`config.mk`:
```
export PLATFORM = sky130hd
export DESIGN_NAME = neuron_update_scheduler_flat
export DESIGN_NICKNAME = d
export VERILOG_FILES = /design/src/rtl/izh_pkg.sv /design/src/rtl/neuron_update_scheduler_if.sv /design/src/rtl/neuron_update_scheduler_tag_counter.sv /design/src/rtl/neuron_update_scheduler.sv /design/src/flat_wrapper.sv
export SDC_FILE = /design/constraint.sdc
export NUM_CORES = 1
export LEC_CHECK = 0
export BUFFER_PORTS_ARGS = -buffer_cell sky130_fd_sc_hd__buf_4
export CAP_MARGIN = 20
export CORE_MARGIN = 4
export CORE_UTILIZATION = 30
export CTS_BUF_LIST = sky130_fd_sc_hd__clkbuf_2 sky130_fd_sc_hd__clkbuf_4 sky130_fd_sc_hd__clkbuf_8
export DETAILED_ROUTE_END_ITERATION = 10
export PLACE_DENSITY = 0.66
export SLEW_MARGIN = 15
export SYNTH_ARGS = -nofsm -noshare
export SYNTH_HDL_FRONTEND = slang
export SYNTH_SLANG_ARGS = --single-unit
```
`constraint.sdc`:
```
create_clock -name clk -period 2.1 [get_ports clk]
set_input_delay 0.315 -clock clk [delete_from_list [all_inputs] [get_ports clk]]
set_output_delay 0.315 -clock clk [all_outputs]
set_load 0.01 [all_outputs]
```
`src/rtl/izh_pkg.sv`:
```
// Shared constants and types for the neuron timestep scheduler.
// Optional feature macro used by the scheduler: NEURON_SCHED_SPIKE_COUNT_EN.
package izh_pkg;

    localparam int NUMWIDTH   = 16;
    localparam int TAGBITS    = 6;
    localparam int NUMNEURONS = 2**TAGBITS;

    typedef logic [NUMWIDTH:0] word_t;

    typedef enum logic [2:0] {
        S_IDLE,
        S_READ,
        S_WAIT,
        S_LOAD,
        S_ISSUE,
        S_COLLECT,
        S_WRITE,
        S_DONE
    } sched_state_e;

endpackage

```
`src/rtl/neuron_update_scheduler_if.sv`:
```
// Bundles timestep control, state-register and update-unit signals of the scheduler.
// master = scheduler side, slave = environment (control, state register, update unit).
interface neuron_update_scheduler_if #(
    parameter int NUMWIDTH = izh_pkg::NUMWIDTH,
    parameter int TAGBITS  = izh_pkg::TAGBITS
);
    logic                start;
    logic                busy;
    logic                done;

    logic                sreg_read_en;
    logic                sreg_write_en;
    logic [TAGBITS-1:0]  sreg_tag;
    logic [NUMWIDTH:0]   sreg_v;
    logic [NUMWIDTH:0]   sreg_u;
    logic [NUMWIDTH:0]   sreg_v_new;
    logic [NUMWIDTH:0]   sreg_u_new;

    logic                upd_valid;
    logic                upd_ready;
    logic [NUMWIDTH:0]   upd_v;
    logic [NUMWIDTH:0]   upd_u;

    logic                res_valid;
    logic                res_ready;
    logic [NUMWIDTH:0]   res_v;
    logic [NUMWIDTH:0]   res_u;
    logic                res_spike;

    logic                spike_valid;
    logic [TAGBITS-1:0]  spike_tag;
    logic [TAGBITS:0]    spike_count;

    modport master (
        input  start, sreg_v, sreg_u, upd_ready, res_valid, res_v, res_u, res_spike,
        output busy, done, sreg_read_en, sreg_write_en, sreg_tag, sreg_v_new, sreg_u_new,
               upd_valid, upd_v, upd_u, res_ready, spike_valid, spike_tag, spike_count
    );

    modport slave (
        output start, sreg_v, sreg_u, upd_ready, res_valid, res_v, res_u, res_spike,
        input  busy, done, sreg_read_en, sreg_write_en, sreg_tag, sreg_v_new, sreg_u_new,
               upd_valid, upd_v, upd_u, res_ready, spike_valid, spike_tag, spike_count
    );

endinterface

```
`src/rtl/neuron_update_scheduler_tag_counter.sv`:
```
// Neuron tag counter: one bit wider than the tag so the terminal compare can never wrap.
module sched_tag_counter #(
    parameter int TAGBITS    = izh_pkg::TAGBITS,
    parameter int NUMNEURONS = 2**TAGBITS
) (
    input  logic               clk,
    input  logic               asyn_reset,
    input  logic               clr_i,
    input  logic               inc_i,
    output logic [TAGBITS-1:0] tag_o,
    output logic               last_o
);
    localparam logic [TAGBITS:0] LAST_TAG = (TAGBITS+1)'(NUMNEURONS - 1);

    logic [TAGBITS:0] cnt_q, cnt_d;

    assign last_o = (cnt_q == LAST_TAG);
    assign tag_o  = cnt_q[TAGBITS-1:0];

    always_comb begin
        cnt_d = cnt_q;
        if (clr_i) begin
            cnt_d = '0;
        end else if (inc_i && !last_o) begin
            cnt_d = cnt_q + (TAGBITS+1)'(1);
        end
    end

    always_ff @(posedge clk or posedge asyn_reset) begin
        if (asyn_reset) begin
            cnt_q <= '0;
        end else begin
            cnt_q <= cnt_d;
        end
    end

endmodule

```
`src/rtl/neuron_update_scheduler.sv`:
```
// Walks every neuron once per timestep: read v/u, hand to update unit, write result back.
// Optional spike counter enabled by defining NEURON_SCHED_SPIKE_COUNT_EN.
module neuron_update_scheduler #(
    parameter int NUMWIDTH   = izh_pkg::NUMWIDTH,
    parameter int TAGBITS    = izh_pkg::TAGBITS,
    parameter int NUMNEURONS = 2**TAGBITS
) (
    input  logic clk,
    input  logic asyn_reset,
    neuron_update_scheduler_if.master bus
);
    import izh_pkg::*;

    // state     | meaning
    // IDLE      | wait for start; READ/WAIT/LOAD fetch v/u of current tag
    // ISSUE     | operands offered to update unit; COLLECT waits for result
    // WRITE     | write back + spike strobe; DONE one-cycle end-of-timestep pulse

    sched_state_e state_q, state_d;

    logic [NUMWIDTH:0] upd_v_q, upd_u_q;
    logic [NUMWIDTH:0] res_v_q, res_u_q;
    logic              res_spike_q;

    logic               tag_clr, tag_inc, tag_last;
    logic [TAGBITS-1:0] tag;

    logic busy_c, done_c, read_en_c, write_en_c, upd_valid_c, res_ready_c, spike_valid_c;

    sched_tag_counter #(
        .TAGBITS    (TAGBITS),
        .NUMNEURONS (NUMNEURONS)
    ) u_tag_counter (
        .clk        (clk),
        .asyn_reset (asyn_reset),
        .clr_i      (tag_clr),
        .inc_i      (tag_inc),
        .tag_o      (tag),
        .last_o     (tag_last)
    );

    always_ff @(posedge clk or posedge asyn_reset) begin
        if (asyn_reset) begin
            state_q <= S_IDLE;
        end else begin
            state_q <= state_d;
        end
    end

    always_comb begin
        state_d       = state_q;
        tag_clr       = 1'b0;
        tag_inc       = 1'b0;
        busy_c        = 1'b1;
        done_c        = 1'b0;
        read_en_c     = 1'b0;
        write_en_c    = 1'b0;
        upd_valid_c   = 1'b0;
        res_ready_c   = 1'b0;
        spike_valid_c = 1'b0;
        case (state_q)
            S_IDLE: begin
                busy_c = 1'b0;
                if (bus.start) begin
                    tag_clr = 1'b1;
                    state_d = S_READ;
                end
            end
            S_READ: begin
                read_en_c = 1'b1;
                state_d   = S_WAIT;
            end
            S_WAIT:  state_d = S_LOAD;
            S_LOAD:  state_d = S_ISSUE;
            S_ISSUE: begin
                upd_valid_c = 1'b1;
                if (bus.upd_ready) state_d = S_COLLECT;
            end
            S_COLLECT: begin
                res_ready_c = 1'b1;
                if (bus.res_valid) state_d = S_WRITE;
            end
            S_WRITE: begin
                write_en_c    = 1'b1;
                spike_valid_c = res_spike_q;
                if (tag_last) begin
                    state_d = S_DONE;
                end else begin
                    tag_inc = 1'b1;
                    state_d = S_READ;
                end
            end
            S_DONE: begin
                done_c  = 1'b1;
                state_d = S_IDLE;
            end
            default: state_d = S_IDLE;
        endcase
    end

    // Operands are loaded only in LOAD, so they stay frozen for the whole ISSUE phase.
    always_ff @(posedge clk or posedge asyn_reset) begin
        if (asyn_reset) begin
            upd_v_q     <= '0;
            upd_u_q     <= '0;
            res_v_q     <= '0;
            res_u_q     <= '0;
            res_spike_q <= 1'b0;
        end else begin
            if (state_q == S_LOAD) begin
                upd_v_q <= bus.sreg_v;
                upd_u_q <= bus.sreg_u;
            end
            if (state_q == S_COLLECT && bus.res_valid) begin
                res_v_q     <= bus.res_v;
                res_u_q     <= bus.res_u;
                res_spike_q <= bus.res_spike;
            end
        end
    end

`ifdef NEURON_SCHED_SPIKE_COUNT_EN
    logic [TAGBITS:0] spike_cnt_q, spike_cnt_d;

    always_comb begin
        spike_cnt_d = spike_cnt_q;
        if (tag_clr) begin
            spike_cnt_d = '0;
        end else if (write_en_c && res_spike_q) begin
            spike_cnt_d = spike_cnt_q + (TAGBITS+1)'(1);
        end
    end

    always_ff @(posedge clk or posedge asyn_reset) begin
        if (asyn_reset) begin
            spike_cnt_q <= '0;
        end else begin
            spike_cnt_q <= spike_cnt_d;
        end
    end

    assign bus.spike_count = spike_cnt_q;
`else
    assign bus.spike_count = '0;
`endif

    assign bus.busy          = busy_c;
    assign bus.done          = done_c;
    assign bus.sreg_read_en  = read_en_c;
    assign bus.sreg_write_en = write_en_c;
    assign bus.sreg_tag      = tag;
    assign bus.sreg_v_new    = res_v_q;
    assign bus.sreg_u_new    = res_u_q;
    assign bus.upd_valid     = upd_valid_c;
    assign bus.upd_v         = upd_v_q;
    assign bus.upd_u         = upd_u_q;
    assign bus.res_ready     = res_ready_c;
    assign bus.spike_valid   = spike_valid_c;
    assign bus.spike_tag     = tag;

endmodule

```
`src/flat_wrapper.sv`:
```
// flat-port wrapper written by rule: the top's interface ports become plain ports
module neuron_update_scheduler_flat import izh_pkg::*;
#(
    parameter int NUMWIDTH   = izh_pkg::NUMWIDTH,
    parameter int TAGBITS    = izh_pkg::TAGBITS,
    parameter int NUMNEURONS = 2**TAGBITS
)
  (clk, asyn_reset, bus_start, bus_sreg_v, bus_sreg_u, bus_upd_ready, bus_res_valid, bus_res_v, bus_res_u, bus_res_spike, bus_busy, bus_done, bus_sreg_read_en, bus_sreg_write_en, bus_sreg_tag, bus_sreg_v_new, bus_sreg_u_new, bus_upd_valid, bus_upd_v, bus_upd_u, bus_res_ready, bus_spike_valid, bus_spike_tag, bus_spike_count);
  neuron_update_scheduler_if #(.NUMWIDTH(NUMWIDTH), .TAGBITS(TAGBITS)) bus_i ();
  input  logic clk;
  input  logic asyn_reset;
  input wire logic [$bits(bus_i.start)-1:0] bus_start;
  input wire logic [$bits(bus_i.sreg_v)-1:0] bus_sreg_v;
  input wire logic [$bits(bus_i.sreg_u)-1:0] bus_sreg_u;
  input wire logic [$bits(bus_i.upd_ready)-1:0] bus_upd_ready;
  input wire logic [$bits(bus_i.res_valid)-1:0] bus_res_valid;
  input wire logic [$bits(bus_i.res_v)-1:0] bus_res_v;
  input wire logic [$bits(bus_i.res_u)-1:0] bus_res_u;
  input wire logic [$bits(bus_i.res_spike)-1:0] bus_res_spike;
  output wire logic [$bits(bus_i.busy)-1:0] bus_busy;
  output wire logic [$bits(bus_i.done)-1:0] bus_done;
  output wire logic [$bits(bus_i.sreg_read_en)-1:0] bus_sreg_read_en;
  output wire logic [$bits(bus_i.sreg_write_en)-1:0] bus_sreg_write_en;
  output wire logic [$bits(bus_i.sreg_tag)-1:0] bus_sreg_tag;
  output wire logic [$bits(bus_i.sreg_v_new)-1:0] bus_sreg_v_new;
  output wire logic [$bits(bus_i.sreg_u_new)-1:0] bus_sreg_u_new;
  output wire logic [$bits(bus_i.upd_valid)-1:0] bus_upd_valid;
  output wire logic [$bits(bus_i.upd_v)-1:0] bus_upd_v;
  output wire logic [$bits(bus_i.upd_u)-1:0] bus_upd_u;
  output wire logic [$bits(bus_i.res_ready)-1:0] bus_res_ready;
  output wire logic [$bits(bus_i.spike_valid)-1:0] bus_spike_valid;
  output wire logic [$bits(bus_i.spike_tag)-1:0] bus_spike_tag;
  output wire logic [$bits(bus_i.spike_count)-1:0] bus_spike_count;
  assign bus_i.start = bus_start;
  assign bus_i.sreg_v = bus_sreg_v;
  assign bus_i.sreg_u = bus_sreg_u;
  assign bus_i.upd_ready = bus_upd_ready;
  assign bus_i.res_valid = bus_res_valid;
  assign bus_i.res_v = bus_res_v;
  assign bus_i.res_u = bus_res_u;
  assign bus_i.res_spike = bus_res_spike;
  assign bus_busy = bus_i.busy;
  assign bus_done = bus_i.done;
  assign bus_sreg_read_en = bus_i.sreg_read_en;
  assign bus_sreg_write_en = bus_i.sreg_write_en;
  assign bus_sreg_tag = bus_i.sreg_tag;
  assign bus_sreg_v_new = bus_i.sreg_v_new;
  assign bus_sreg_u_new = bus_i.sreg_u_new;
  assign bus_upd_valid = bus_i.upd_valid;
  assign bus_upd_v = bus_i.upd_v;
  assign bus_upd_u = bus_i.upd_u;
  assign bus_res_ready = bus_i.res_ready;
  assign bus_spike_valid = bus_i.spike_valid;
  assign bus_spike_tag = bus_i.spike_tag;
  assign bus_spike_count = bus_i.spike_count;
  neuron_update_scheduler #(.NUMWIDTH(NUMWIDTH), .TAGBITS(TAGBITS), .NUMNEURONS(NUMNEURONS)) u_core (.clk(clk), .asyn_reset(asyn_reset), .bus(bus_i));
endmodule
```
==> results.md <==
- The run finished with clean final reports.
- In the final design database the tool counted ~460 nets.
- The number of hold buffers added after CTS was 0.
- The total global routing track utilization is 11.50%.
- The final global-route overflow total is 0.
- Ranked by total cell area, the synthesized netlist is headed by dfrtp_1 57%, mux2_4 13%, mux2_2 13%, buf_4 4.3%, buf_12 1.7%.
- The count of unique library cells instantiated by Yosys is 33.
- After detailed routing, the average wire length per cell comes to 14.51 um.
- The total via count after detailed routing is 2,288.
- The last weighted congestion value of the routability-driven placer is about 0.8.
- Setup repair after global routing left no endpoint under its margin.
- The number of global-route vias before repair is 2,461.
- Of the available clock period, the critical path in the final layout requires approximately 87%.
- Across all register-to-register paths, the minimum setup slack is between 0.5 and 0.6 ns.
- For the worst setup path, the data required time is ~1.8 ns.
- The number of warnings printed during yosys synthesis is 0.
- The clock tree synthesis step divided the H-tree into 3 levels.
- Clock-pin slew was measured on the worst setup and hold paths at 0.08 ns.
- The worst pin sits at a relative slew slack of around two thirds.
- The maximum number of pins on one net before global-route repair is 41.
- For this design the ratio of total power to cell area is 1429 nW/um2.
- Across the VDD grid, the largest voltage drop is 590.5 uV.
- The average cell area after synthesis is around 15 um2.
- Cells with a size suffix above 1 make up 66.67% of the layout.
- The initial antenna violation count is 0.
- In this run the standard cell core region covers 11,420 um2.
- The latest clock arrival within the worst-skew pair is 0.34 ns.
- The maximum clock rate is 550.1 MHz.
- For this design the static power due to leakage is ~2.5 nW.
- After synthesis the netlist holds a flip-flop and latch count of 79.
- The highest fanout seen on the critical path is 10.
- From bottom edge to top edge, the die measures around 120 um.
- The total wire length after detailed routing is 7.688 mm.
- For the pin with the worst max-slew slack, the measured transition is 0.5099 ns.
- Across the routed clock network, the largest skew measured is 0.008068 ns.
- After layout, the minimum clock period comes to 1.818 ns.
- The CTS sink count is 79.
- The largest single stage delay on the critical path is 0.55 ns.
- The kind of end point of the critical path is a primary output.
- Relative to the synthesized area, the layout overhead comes to 39.70%.
- The total negative slack for setup checks is 0 ns.
- The first global-routing pass estimated 12.05 mm of wire.
- The top cell type by area accounts for 56.71% of the synthesized area.
- The number of gates resized after CTS is 0.
- After the first detailed-routing iteration, the DRC count stood at 53.
- The number of iterations in the first detailed-routing pass is 4.
- The cell type with the highest aggregate area in the netlist is dfrtp_1.
- The synthesized instance count is 230.
- Counting flops with an async set or reset pin after synthesis yields a share of 100.0%.
- Yosys mapped a number of flops with a built-in enable equal to 0.
- STA classifies the critical path startpoint as a flop.
- The starting utilization of the core area is 30.53%.
- The count of buffers added on input and output ports is 160.
- The overall power consumption is 6.960 mW.
- The critical path is of the flop to primary output type.
- In this run the remaining antenna-violating nets after routing total 0.
- The half-perimeter wire length after placement is 5.803 mm.
- The highest-delay cell along the critical path is dfrtp_1.
- In this run the worst hold path is classified as primary input to async pin.
- The maximum buffer depth of the clock tree is 2.
- TritonCTS built the clock tree.
- The buffer count from post-CTS setup fixing is 0.
- Walking the worst path, the cells encountered are and3b_2, and2_1, buf_4.
- The number of hold violations in the final report came to 0.
- The final-report setup violation count is 0.
- The sequential-to-total area share from yosys stat is a little under three fifths.
- The total CTS buffers is 9.
- The most used flip-flop cell after synthesis is dfrtp_1.
- STA puts the critical path data arrival time at about 1.5 ns.
- Max-cap violations in this run came to 0.
- The DRC violation count after routing is 0.
- The die outline area is 13,410 um2.
- The repair_antennas step left the layout with diodes totalling 0.
- The clock tree root buffer cell is clkbuf_8.
- The initialized floorplan defines 39 standard-cell rows.
- Using the TritonRoute via totals, the vias-per-cell ratio works out to 4.317.
- around 170 I/O pins were placed.
- In this run the cell area of the synthesized design comes to ~3500 um2.
- The final-report max-slew violation count is 0.
- The die width is 115.8 um.
[per-layer routing]
layer	up-vias	track usage (%)	routed length (um)
met3	11	4.125	717
met2	103	18.18	3721
met4	0	4.486	136
met5	-	0	0
met1	1098	14.42	3112
li1	1076	-	-
[final cells by class]
type | instances | area [um2]
Clock buffer | 14 | 180.2
Clock inverter | 2 | 37.54
Fill cell | 1085 | 6549
Inverter | 4 | 18.77
Multi-Input combinational cell | 125 | 1254
Sequential cell | 79 | 1977
Tap cell | 143 | 178.9
Timing Repair Buffer | 163 | 1224
[cell usage after synthesis (3+ instances only)]
master	count
nand3_1	5
dfrtp_1	79
mux2_4	30
buf_6	3
nand2_1	6
o21ai_0	5
buf_12	3
inv_1	3
nor3_1	3
a21oi_1	3
buf_4	20
mux2_2	39
nor2_1	6
[final timing paths]
check,endpoint,cells after the start,start
min in group clk,u_core.bus.sreg_u_new[0],2,bus_res_u[0]
hold / removal,u_core.bus.upd_v[14],3,asyn_reset
setup reg to reg,u_core.bus.sreg_v_new[4],4,u_core.state_q[1]
setup / recovery,bus_spike_valid,3,u_core.state_q[0]
hold reg to reg,u_core.res_spike_q,1,u_core.res_spike_q
max in group asynchronous,u_core.u_tag_counter.cnt_q[6],3,asyn_reset
[stage by stage]
| step | hold WS (ns) | setup slack (ns) | cells | cell area (um2) | utilization (%) |
|---|---|---|---|---|---|
| global route | 0.1349 | 0.1987 | 530 | 4870 | 42.65 |
| global placement | 0.4848 | 0.5583 | 514 | 4652 | 40.74 |
| CTS | 0.1140 | 0.2575 | 530 | 4870 | 42.65 |
| floorplan | 0.4635 | 0.6673 | 236 | 3512 | - |
| detailed placement | 0.4924 | 0.5176 | 514 | 4652 | 40.74 |
| finish | 0.1109 | 0.2822 | 530 | 4870 | 42.65 |
[layout by cell type, fill, tap and decap left out, drive strengths merged]
cell and n:
o211ai 2, and2 2, ha 1, mux2 69
clkinvlp 2, o2111ai 1, nand2 7, xor2 1
o31ai 3, nor2 7, buf 163, inv 3
dfrtp 79, nor3 3, a21oi 3, and3b 1
bufinv 1, clkbuf 14, nand2b 1, nand3 6
o22ai 2, o41a 1, conb 7, o21ai 5
and3 3
[power breakdown]
| part | leakage [nW] | internal [mW] | switching (mW) |
|---|---|---|---|
| logic | 1.40 | 1.87 | 1.19 |
| registers | 0.956 | 2.24 | 0.449 |
| clock network | 0.110 | 0.675 | 0.532 |
[sequential cells by signal, summed over array words and instances (netlist names)]
register and flops:
u_core.bus.upd_v 17, u_core.u_tag_counter.cnt_q 7, u_core.state_q 3, u_core.res_spike_q 1, u_core.bus.sreg_v_new 17, u_core.bus.upd_u 17
u_core.bus.sreg_u_new 17
[worst max-delay path, delay by kind of cell, from the launching register on]
family	cells	cell delay (ns)
and+or+nand+nor	2	0.48
DFF	1	0.55
buffers and inverters	1	0.14
[cell families (layout without fill, tap and decap cells)]
group | Yosys count | in the layout | share of synthesized area (%)
other | 1 | 7 | 0.1076
adder cells (fa/ha/maj) | 1 | 1 | 0.3589
XOR/XNOR | 1 | 1 | 0.2513
flip-flops | 79 | 79 | 56.71
multiplexers | 69 | 69 | 25.52
AND/OR/NAND/NOR | 30 | 30 | 5.491
buffers and inverters | 32 | 183 | 7.968
AO/OA/AOI/OAI | 17 | 17 | 3.589
Note: power is estimated with default switching activity, not from simulation.
